File: config.mk
export PLATFORM = sky130hd
export DESIGN_NAME = vjtag_reg_bridge
export DESIGN_NICKNAME = d
export VERILOG_FILES = /design/src/rtl/vjtag_pkg.sv /design/src/rtl/vjtag_dr_shift.sv /design/src/rtl/vjtag_reg_bridge.sv
export SDC_FILE = /design/constraint.sdc
export NUM_CORES = 1
export LEC_CHECK = 0
export BUFFER_PORTS_ARGS = -buffer_cell sky130_fd_sc_hd__clkbuf_2
export CORE_MARGIN = 3
export CORE_UTILIZATION = 45
export DETAILED_ROUTE_END_ITERATION = 12
export GPL_ROUTABILITY_DRIVEN = 0
export HOLD_SLACK_MARGIN = 0.1
export SLEW_MARGIN = 20
export SYNTH_ARGS = -nofsm -noshare
export SYNTH_HDL_FRONTEND = slang
export SYNTH_HIERARCHICAL = 1
export SYNTH_SLANG_ARGS = --single-unit
File: constraint.sdc
create_clock -name tck -period 2.6 [get_ports tck]
set_input_delay 0.13 -clock tck [delete_from_list [all_inputs] [get_ports tck]]
set_output_delay 0.13 -clock tck [all_outputs]
set_load 0.02 [all_outputs]
File: src/rtl/vjtag_pkg.sv
// Shared IR encodings and data-register widths for the virtual-JTAG register bridge.
package vjtag_pkg;

  typedef enum logic [1:0] {
    IR_BYPASS = 2'd0,
    IR_ADDR   = 2'd1,
    IR_DATA   = 2'd2,
    IR_STATUS = 2'd3
  } ir_e;

  localparam int W_BYPASS = 1;
  localparam int W_ADDR   = 8;
  localparam int W_DATA   = 8;
  localparam int W_STATUS = 16;

  localparam logic [7:0] WR_COUNT_MAX = 8'hFF;

endpackage

File: src/rtl/vjtag_dr_shift.sv
// One LSB-first JTAG data register: parallel capture of `load`, serial shift-in of tdi at the MSB.
module vjtag_dr_shift #(
  parameter int W = 8
) (
  input  logic         tck,
  input  logic         reset,
  input  logic         capture,
  input  logic         shift,
  input  logic         tdi,
  input  logic [W-1:0] load,
  output logic [W-1:0] dr
);

  // Widened by one so the shift expression also holds for a 1-bit register.
  logic [W:0] ext;
  assign ext = {tdi, dr};

  always_ff @(posedge tck) begin
    if (reset)        dr <= '0;
    else if (capture) dr <= load;
    else if (shift)   dr <= ext[W:1];
  end

endmodule

File: src/rtl/vjtag_reg_bridge.sv
// Virtual-JTAG bridge: ADDR/DATA/STATUS/BYPASS data registers driving a small bank of 8-bit registers.
module vjtag_reg_bridge
  import vjtag_pkg::*;
#(
  parameter int NREGS = 4
) (
  input  logic               tck,
  input  logic               reset,
  input  logic               tdi,
  output logic               tdo,
  input  logic [1:0]         ir_in,
  input  logic               virtual_state_cdr,
  input  logic               virtual_state_sdr,
  input  logic               virtual_state_udr,
  input  logic [3:0]         status_in,
  output logic [8*NREGS-1:0] reg_out,
  output logic               wr_strobe,
  output logic [1:0]         wr_addr
);

  logic [1:0]            addr;
  logic                  autoinc;
  logic [7:0]            wr_count;
  logic [NREGS-1:0][7:0] regs;

  logic [W_BYPASS-1:0] dr_byp;
  logic [W_ADDR-1:0]   dr_addr;
  logic [W_DATA-1:0]   dr_data;
  logic [W_STATUS-1:0] dr_stat;

  // UDR outranks CDR, which outranks SDR.
  logic do_cdr, do_sdr;
  assign do_cdr = virtual_state_cdr & ~virtual_state_udr;
  assign do_sdr = virtual_state_sdr & ~virtual_state_cdr & ~virtual_state_udr;

  logic sel_byp, sel_addr, sel_data, sel_stat;
  assign sel_byp  = (ir_in == IR_BYPASS);
  assign sel_addr = (ir_in == IR_ADDR);
  assign sel_data = (ir_in == IR_DATA);
  assign sel_stat = (ir_in == IR_STATUS);

  vjtag_dr_shift #(.W(W_BYPASS)) u_dr_byp (
    .tck     (tck),
    .reset   (reset),
    .capture (do_cdr & sel_byp),
    .shift   (do_sdr & sel_byp),
    .tdi     (tdi),
    .load    (1'b0),
    .dr      (dr_byp)
  );

  vjtag_dr_shift #(.W(W_ADDR)) u_dr_addr (
    .tck     (tck),
    .reset   (reset),
    .capture (do_cdr & sel_addr),
    .shift   (do_sdr & sel_addr),
    .tdi     (tdi),
    .load    ({autoinc, 5'b0, addr}),
    .dr      (dr_addr)
  );

  vjtag_dr_shift #(.W(W_DATA)) u_dr_data (
    .tck     (tck),
    .reset   (reset),
    .capture (do_cdr & sel_data),
    .shift   (do_sdr & sel_data),
    .tdi     (tdi),
    .load    (regs[addr]),
    .dr      (dr_data)
  );

  vjtag_dr_shift #(.W(W_STATUS)) u_dr_stat (
    .tck     (tck),
    .reset   (reset),
    .capture (do_cdr & sel_stat),
    .shift   (do_sdr & sel_stat),
    .tdi     (tdi),
    .load    ({wr_count, status_in, autoinc, 1'b0, addr}),
    .dr      (dr_stat)
  );

  // Only the LSB of STATUS leaves the block; the ADDR DR spare bits are never decoded.
  logic unused_dr_bits;
  assign unused_dr_bits = ^{dr_addr[6:2], dr_stat[W_STATUS-1:1]};

  always_comb begin
    tdo = 1'b0;
    case (ir_in)
      IR_BYPASS: tdo = dr_byp[0];
      IR_ADDR:   tdo = dr_addr[0];
      IR_DATA:   tdo = dr_data[0];
      IR_STATUS: tdo = dr_stat[0];
      default:   tdo = 1'b0;
    endcase
  end

  always_ff @(posedge tck) begin
    if (reset) begin
      addr      <= '0;
      autoinc   <= 1'b0;
      wr_count  <= '0;
      regs      <= '0;
      wr_addr   <= '0;
      wr_strobe <= 1'b0;
    end else begin
      wr_strobe <= 1'b0;
      if (virtual_state_udr) begin
        case (ir_in)
          IR_ADDR: begin
            addr    <= dr_addr[1:0];
            autoinc <= dr_addr[7];
          end
          IR_DATA: begin
            regs[addr] <= dr_data;
            wr_strobe  <= 1'b1;
            wr_addr    <= addr;
            if (wr_count != WR_COUNT_MAX) wr_count <= wr_count + 8'd1;
            if (autoinc) addr <= addr + 2'd1;
          end
          default: ;
        endcase
      end
    end
  end

  assign reg_out = regs;

endmodule
==> flow_summary.json, run 1 <==
{
  "status": "finished clean",
  "cts-resized-gates": 0,
  "critPathMaxStageDelay_ns": 0.81,
  "cts_setup_buffers": 0,
  "cts_tree": "done",
  "ff2ff_setup_slack_ns": 0.80,
  "die_y_um": 96.80,
  "critPathSlowestCell": "dfxtp_1",
  "tns_ns": 0,
  "skew_ns": 0.006798,
  "viasPerCell": 5.240,
  "coreArea_mm2": 0.007848,
  "yosysSeqAreaShare": 0.4263,
  "synth_top_flop_cell": "dfxtp_1",
  "antenna_cells": 0,
  "die-area_mm2": 0.009369,
  "io_pins": 48,
  "synth_top_area_frac": 0.4263,
  "seqPwrFrac": 0.540,
  "yosys-top-cells-area": "dfxtp_1 43%, mux2i_1 10%, nand2_1 8.0%, nor2b_1 5.6%, a21oi_1 5.4%",
  "p_sw_uw": 563.2,
  "htreeDepth": 3,
  "drtIter0Drc": 115,
  "p_int_uw": 1764,
  "antenna_found_initial": 0,
  "r2r_cells": 5,
  "top_usage_layer": "met2",
  "die_w_um": 96.80,
  "path_clk_slew_ns": 0.08,
  "wirelength_um": 8607,
  "p_clk_frac": 0.397,
  "critPathArrivalTime_ns": 2.07,
  "crit_type": "reg -> reg",
  "fin_crit_sh": 0.6907,
  "grt_pass1_vias": 2821,
  "path_cells": "inv_1, ha_1, nand2_1, nand2_1, a21oi_1",
  "syn_to_final_growth_pct": 14.40,
  "fin_hold_ws_ns": 0.1815,
  "powerDensity_mw_per_mm2": 548.2,
  "r2r_end": "reg_out[8]$_SDFFE_PP0P_",
  "finalSetupViolCount": 0,
  "grt_usage": 0.1918,
  "maxCapViolCount": 0,
  "nNetsFinal": 465,
  "grt_util_met3": 0.04542,
  "slew_violations": 0,
  "grt_overflow_total": 0,
  "required_ns": 2.87,
  "met2_usage": 0.2845,
  "final_cell_mix": "79 x nand2_1, 79 x dfxtp_1, 47 x clkbuf_2",
  "cp_common_cell": "nand2_1",
  "slew_headroom": 0.5057,
  "worstSetupEndpoint": "reg_out[8]$_SDFFE_PP0P_",
  "ctsLongestPathBuffers": 2,
  "use_met1": 0.2787,
  "layout_min_cycle_time_ns": 1.796,
  "worstPathMaxFanout": 13,
  "ys_warn_count": 6,
  "placed_cell_area_mm2": 0.004005,
  "r2r_start": "addr[1]$_SDFFE_PP0P_",
  "synth_seq_cells": 79,
  "synth_cells": 398,
  "cts_root_buf": "clkbuf_8",
  "drcViolationCount": 0,
  "drive_gt1_frac": 0.2075,
  "end_kind": "register",
  "syn-cell-area_mm2": 0.003710,
  "design_area_mm2": 0.004244,
  "start_kind": "register",
  "firstDrtPassIters": 4,
  "p_total_uw": 2327,
  "hold_path.class": "in -> reg",
  "start_util": 0.4727,
  "hold_violations": 0,
  "cts.sinks": 79,
  "ant_nets": 0,
  "swShare": 0.2420,
  "row_count": 32,
  "dp_hpwl_um": 5804,
  "syn_area_per_cell_um2": 9.321,
  "total_leakage_power_uw": 0.001525,
  "critPathLaunch": "addr[1]$_SDFFE_PP0P_",
  "port_buffers": 47,
  "fmax_mhz": 556.9,
  "p_comb_frac": 0.063,
  "worst_pin_slew_ns": 0.7404,
  "yosysTopAreaCell": "dfxtp_1",
  "vias": 2908,
  "grt_start_max_net_pins": 61,
  "irDropWorstVdd_mv": 0.2890,
  "numCtsBuffers": 9,
  "rsz0062_at_grt": "no",
  "grt_pass1_wl_um": 14690,
  "synthArstFlopShare": 0,
  "wl_per_cell_um": 15.51,
  "synth_edf_count": 0,
  "clock_latency_ns": 0.35,
  "yosysUniqueCellTypes": 37
}
-- sequential cells by signal, indices dropped and copies added, names as in the netlist, 2 cells and up --
| register | count |
|---|---|
| reg_out | 32 |
| u_dr_data/dr | 8 |
| wr_count | 8 |
| wr_addr | 2 |
| u_dr_stat/dr | 16 |
| addr | 2 |
| u_dr_addr/dr | 8 |
-- power by group through the flow --
stage / combinational, uW / sequential (uW) / clock (uW)
global route: 164 / 1260 / 989
global placement: 141 / 1280 / 0
detailed placement: 143 / 1280 / 0
finish: 147 / 1260 / 924
CTS: 148 / 1260 / 938
floorplan: 110 / 1280 / 0
-- worst max-delay path, delay by kind of cell (launching register included) --
family | cells | cell delay [ns]
AO/OA/AOI/OAI | 1 | 0.18
adder cells (fa/ha/maj) | 1 | 0.23
buffers and inverters | 1 | 0.15
flip-flops | 1 | 0.81
AND/OR/NAND/NOR | 2 | 0.35
-- layout make-up --
| type | count | area (um^2) |
|---|---|---|
| well taps | 102 | 127.6 |
| repair buffers | 58 | 340.3 |
| inverters | 7 | 26.28 |
| flip-flops and latches | 79 | 1582 |
| clock buffers | 11 | 141.4 |
| multi-input cells | 293 | 1969 |
| clock inverters | 5 | 57.56 |
| fillers | 764 | 3603 |
-- cell families (layout without fill, tap and decap cells) --
kind of cell    count (synthesis)  count (layout)  synth area share
simple gates                  152             152            0.1953
buf+inv                        32              81           0.04890
xor+xnor                        1               1          0.002361
other cells                     1               7          0.001011
compound gates                 81              81            0.1511
flops                          79              79            0.4263
mux                            47              47            0.1582
fa+ha+maj                       5               5           0.01686
-- synth_stat cells, drive strengths merged, types with 2 or more instances --
cell / count
dfxtp: 79
nand2: 79
a21oi: 40
mux2i: 38
a211oi: 35
nor2b: 33
nor2: 16
buf: 14
clkbuf: 11
mux4: 9
inv: 7
ha: 5
nor3: 5
and2: 4
nand2b: 3
o21ai: 3
nand3: 2
nand3b: 2
nand4: 2
or2b: 2
-- metrics by stage --
stage | worst slack, ns | utilization | std cells
finish | 0.8042 | 0.5408 | 555
global route | 0.6204 | 0.5408 | 555
CTS | 0.7659 | 0.5408 | 555
detailed placement | 0.7991 | 0.5104 | 535
global placement | 0.8294 | 0.5104 | 535
floorplan | 0.9232 | - | 404
-- how the worst min path moves through the flow --
stage | start | depth (start not counted) | end | slack, ns
after floorplan | reset | 1 | u_dr_byp/dr$_SDFFE_PP0P_ | 0.19
after global routing | tdi | 3 | u_dr_addr/dr[7]$_SDFFE_PP0P_ | 0.21
after detailed placement | status_in[1] | 3 | u_dr_stat/dr[5]$_SDFFE_PP0P_ | 0.45
after global placement | status_in[3] | 3 | u_dr_stat/dr[7]$_SDFFE_PP0P_ | 0.44
after CTS | tdi | 3 | u_dr_data/dr[7]$_SDFFE_PP0P_ | 0.18
final | tdi | 3 | u_dr_data/dr[7]$_SDFFE_PP0P_ | 0.18
-- routing by layer --
metal  up-vias  routed length, um  share of wire
met5         -                  0              0
met2        63               3753           0.44
li1       1481                  -              -
met1      1355               4329           0.50
met4         0                106          0.012
met3         9                417          0.048
-- what timing repair did --
action | in CTS | in global routing
endpoints found under the hold margin | 4 | 0
endpoints found under the setup margin | 0 | 0
hold buffers | 4 | 0
(Power assumes the default switching activity.)
==> inputs of run 2 (changes only) <==
clock period = 1.75 ns   (was 2.6 ns; I/O delays follow)
==> run 2 against run 1 <==
  * Total power is 59% higher
  * Routed wire length rose by 3.4%
  * First-iteration DRC count is 13% lower
  * Setup slack worse by 0.60 ns
  * Sequential share of layout area is 0.83 points lower
  * Combinational power grew 59%
  * Count of clock-buffer cells in the layout stayed put
  * Hold slack worse by 0.039 ns
  * Die area unchanged
  * Via count rose by 2.3%
  * Clock skew rose by 0.0086 ns
  * Flip-flop and latch count did not move
  * Critical path type unchanged
  * Largest cell class unchanged
==> flow_summary.json, run 2 (synthesized netlist as in run 1, its figures left out) <==
{
  "port_buffers": 47,
  "tns_ns": 0,
  "irDropWorstVdd_mv": 0.5029,
  "grt_pass1_wl_um": 15020,
  "layout_min_cycle_time_ns": 1.544,
  "htreeDepth": 3,
  "hold_end": "u_dr_data/dr[7]$_SDFFE_PP0P_",
  "p_clk_frac": 0.434,
  "placed_cell_area_mm2": 0.004063,
  "path_cells": "buf_4, ha_1, and2_1, nand2_1, a21oi_1",
  "cp.depth": 5,
  "worst_pin_slew_ns": 0.6642,
  "firstDrtPassIters": 4,
  "worstPathMaxFanout": 8,
  "skew_ns": 0.01537,
  "fin_ws_ns": 0.2063,
  "design_area_mm2": 0.004340,
  "antenna_found_initial": 0,
  "die-area_mm2": 0.009369,
  "p_int_uw": 2823,
  "slew_violations": 0,
  "grt_overflow_total": 0,
  "vias": 2975,
  "grt_pass1_vias": 2928,
  "r2r_cells": 5,
  "fin_cells": 561,
  "placedCellCount": 541,
  "cts-resized-gates": 0,
  "wirelength_um": 8903,
  "total_leakage_power_uw": 0.001577,
  "seqPwrFrac": 0.503,
  "path_clk_slew_ns": 0.09,
  "grt_usage": 0.1966,
  "r2r_start": "addr[1]$_SDFFE_PP0P_",
  "hold_path.class": "in -> reg",
  "start_util": 0.4727,
  "p_sw_uw": 875.0,
  "min_path_cells": 3,
  "end_kind": "register",
  "cts.sinks": 79,
  "io_pins": 48,
  "drtIter0Drc": 100,
  "cts_root_buf": "clkbuf_8",
  "finalSetupViolCount": 0,
  "final_cell_mix": "79 x nand2_1, 79 x dfxtp_1, 47 x clkbuf_2",
  "viasPerCell": 5.303,
  "critPathSlowestCell": "dfxtp_1",
  "ctsLongestPathBuffers": 2,
  "nNetsFinal": 471,
  "wl_per_cell_um": 15.87,
  "syn_to_final_growth_pct": 17.00,
  "critPathMaxStageDelay_ns": 0.44,
  "maxCapViolCount": 0,
  "hold_violations": 0,
  "path_buf_inv": 1,
  "critPathTopFamily": "simple AND/OR/NAND/NOR gates",
  "start_kind": "register",
  "die_y_um": 96.80,
  "die_w_um": 96.80,
  "status": "finished clean",
  "grt_start_max_net_pins": 38,
  "largest_reg_flops": 32,
  "drive_gt1_frac": 0.2200,
  "clock_latency_ns": 0.36,
  "dp_hpwl_um": 6117,
  "swShare": 0.2366,
  "numCtsBuffers": 9,
  "drcViolationCount": 0,
  "ff2ff_setup_slack_ns": 0.21,
  "hold_start": "tdi",
  "slew_headroom": 0.5567,
  "place_ws_ns": 0.2347,
  "antenna_cells": 0,
  "cts_tree": "done",
  "fin_crit_sh": 0.8821,
  "fmax_mhz": 647.8,
  "crit_type": "reg -> reg",
  "critPathArrivalTime_ns": 1.84,
  "ant_nets": 0,
  "r2r_end": "reg_out[21]$_SDFFE_PP0P_",
  "coreArea_mm2": 0.007848,
  "p_comb_frac": 0.063,
  "required_ns": 2.05,
  "row_count": 32,
  "powerDensity_mw_per_mm2": 852.0,
  "rsz0062_at_grt": "no"
}
==> run 2: worst max path at each step <==
| stage | startpoint | to |
|---|---|---|
| 6_report | addr[1]$_SDFFE_PP0P_ | reg_out[21]$_SDFFE_PP0P_ |
| 5_1_grt | addr[1]$_SDFFE_PP0P_ | reg_out[16]$_SDFFE_PP0P_ |
| 4_1_cts | u_dr_data/dr[0]$_SDFFE_PP0P_ | tdo |
| 3_5_place_dp | wr_count[2]$_SDFFE_PP0P_ | wr_count[5]$_SDFFE_PP0P_ |
| 3_3_place_gp | wr_count[0]$_SDFFE_PP0P_ | wr_count[1]$_SDFFE_PP0P_ |
| 2_1_floorplan | addr[1]$_SDFFE_PP0P_ | reg_out[3]$_SDFFE_PP0P_ |
==> run 2: cell type report <==
cell class,count,area (um^2)
Clock buffer,11,151.4
Clock inverter,5,86.33
Fill cell,751,3507
Inverter,7,26.28
Multi-Input combinational cell,293,1969
Sequential cell,79,1582
Tap cell,102,127.6
Timing Repair Buffer,64,397.9
==> run 2: power by group through the flow <==
stage	sequential (uW)	combinational, uW	clock (uW)
after floorplan	1900	164	0
after CTS	1860	236	1630
after detailed placement	1900	228	0
after global placement	1900	227	0
final	1860	234	1600
after global routing	1870	260	1720
==> run 2: worst min-delay path, delay by kind of cell <==
family	cells	cell delay, ns
compound gates	1	0.08
mux	1	0.14
buf+inv	1	0.14
==> run 2: repair_timing <==
item,CTS,global route
endpoints found under the hold margin,4,0
buffers inserted,0,0
setup endpoints to repair,0,0
hold buffers,4,0
==> run 2: metrics by stage <==
| stage | util | total power [uW] | hold WS (ns) |
|---|---|---|---|
| floorplan | - | 2059 | 0.1521 |
| global placement | 0.5177 | 2127 | 0.4012 |
| detailed placement | 0.5177 | 2130 | 0.4080 |
| CTS | 0.5531 | 3724 | 0.1300 |
| global route | 0.5531 | 3849 | 0.1539 |
| finish | 0.5531 | 3698 | 0.1424 |
==> run 2: metal layers <==
metal	vias up	share of wire	global-route usage
met5	-	0	0
li1	1496	-	-
met2	65	0.44	0.2845
met1	1406	0.50	0.2888
met4	0	0.0092	0.05940
met3	8	0.054	0.04831
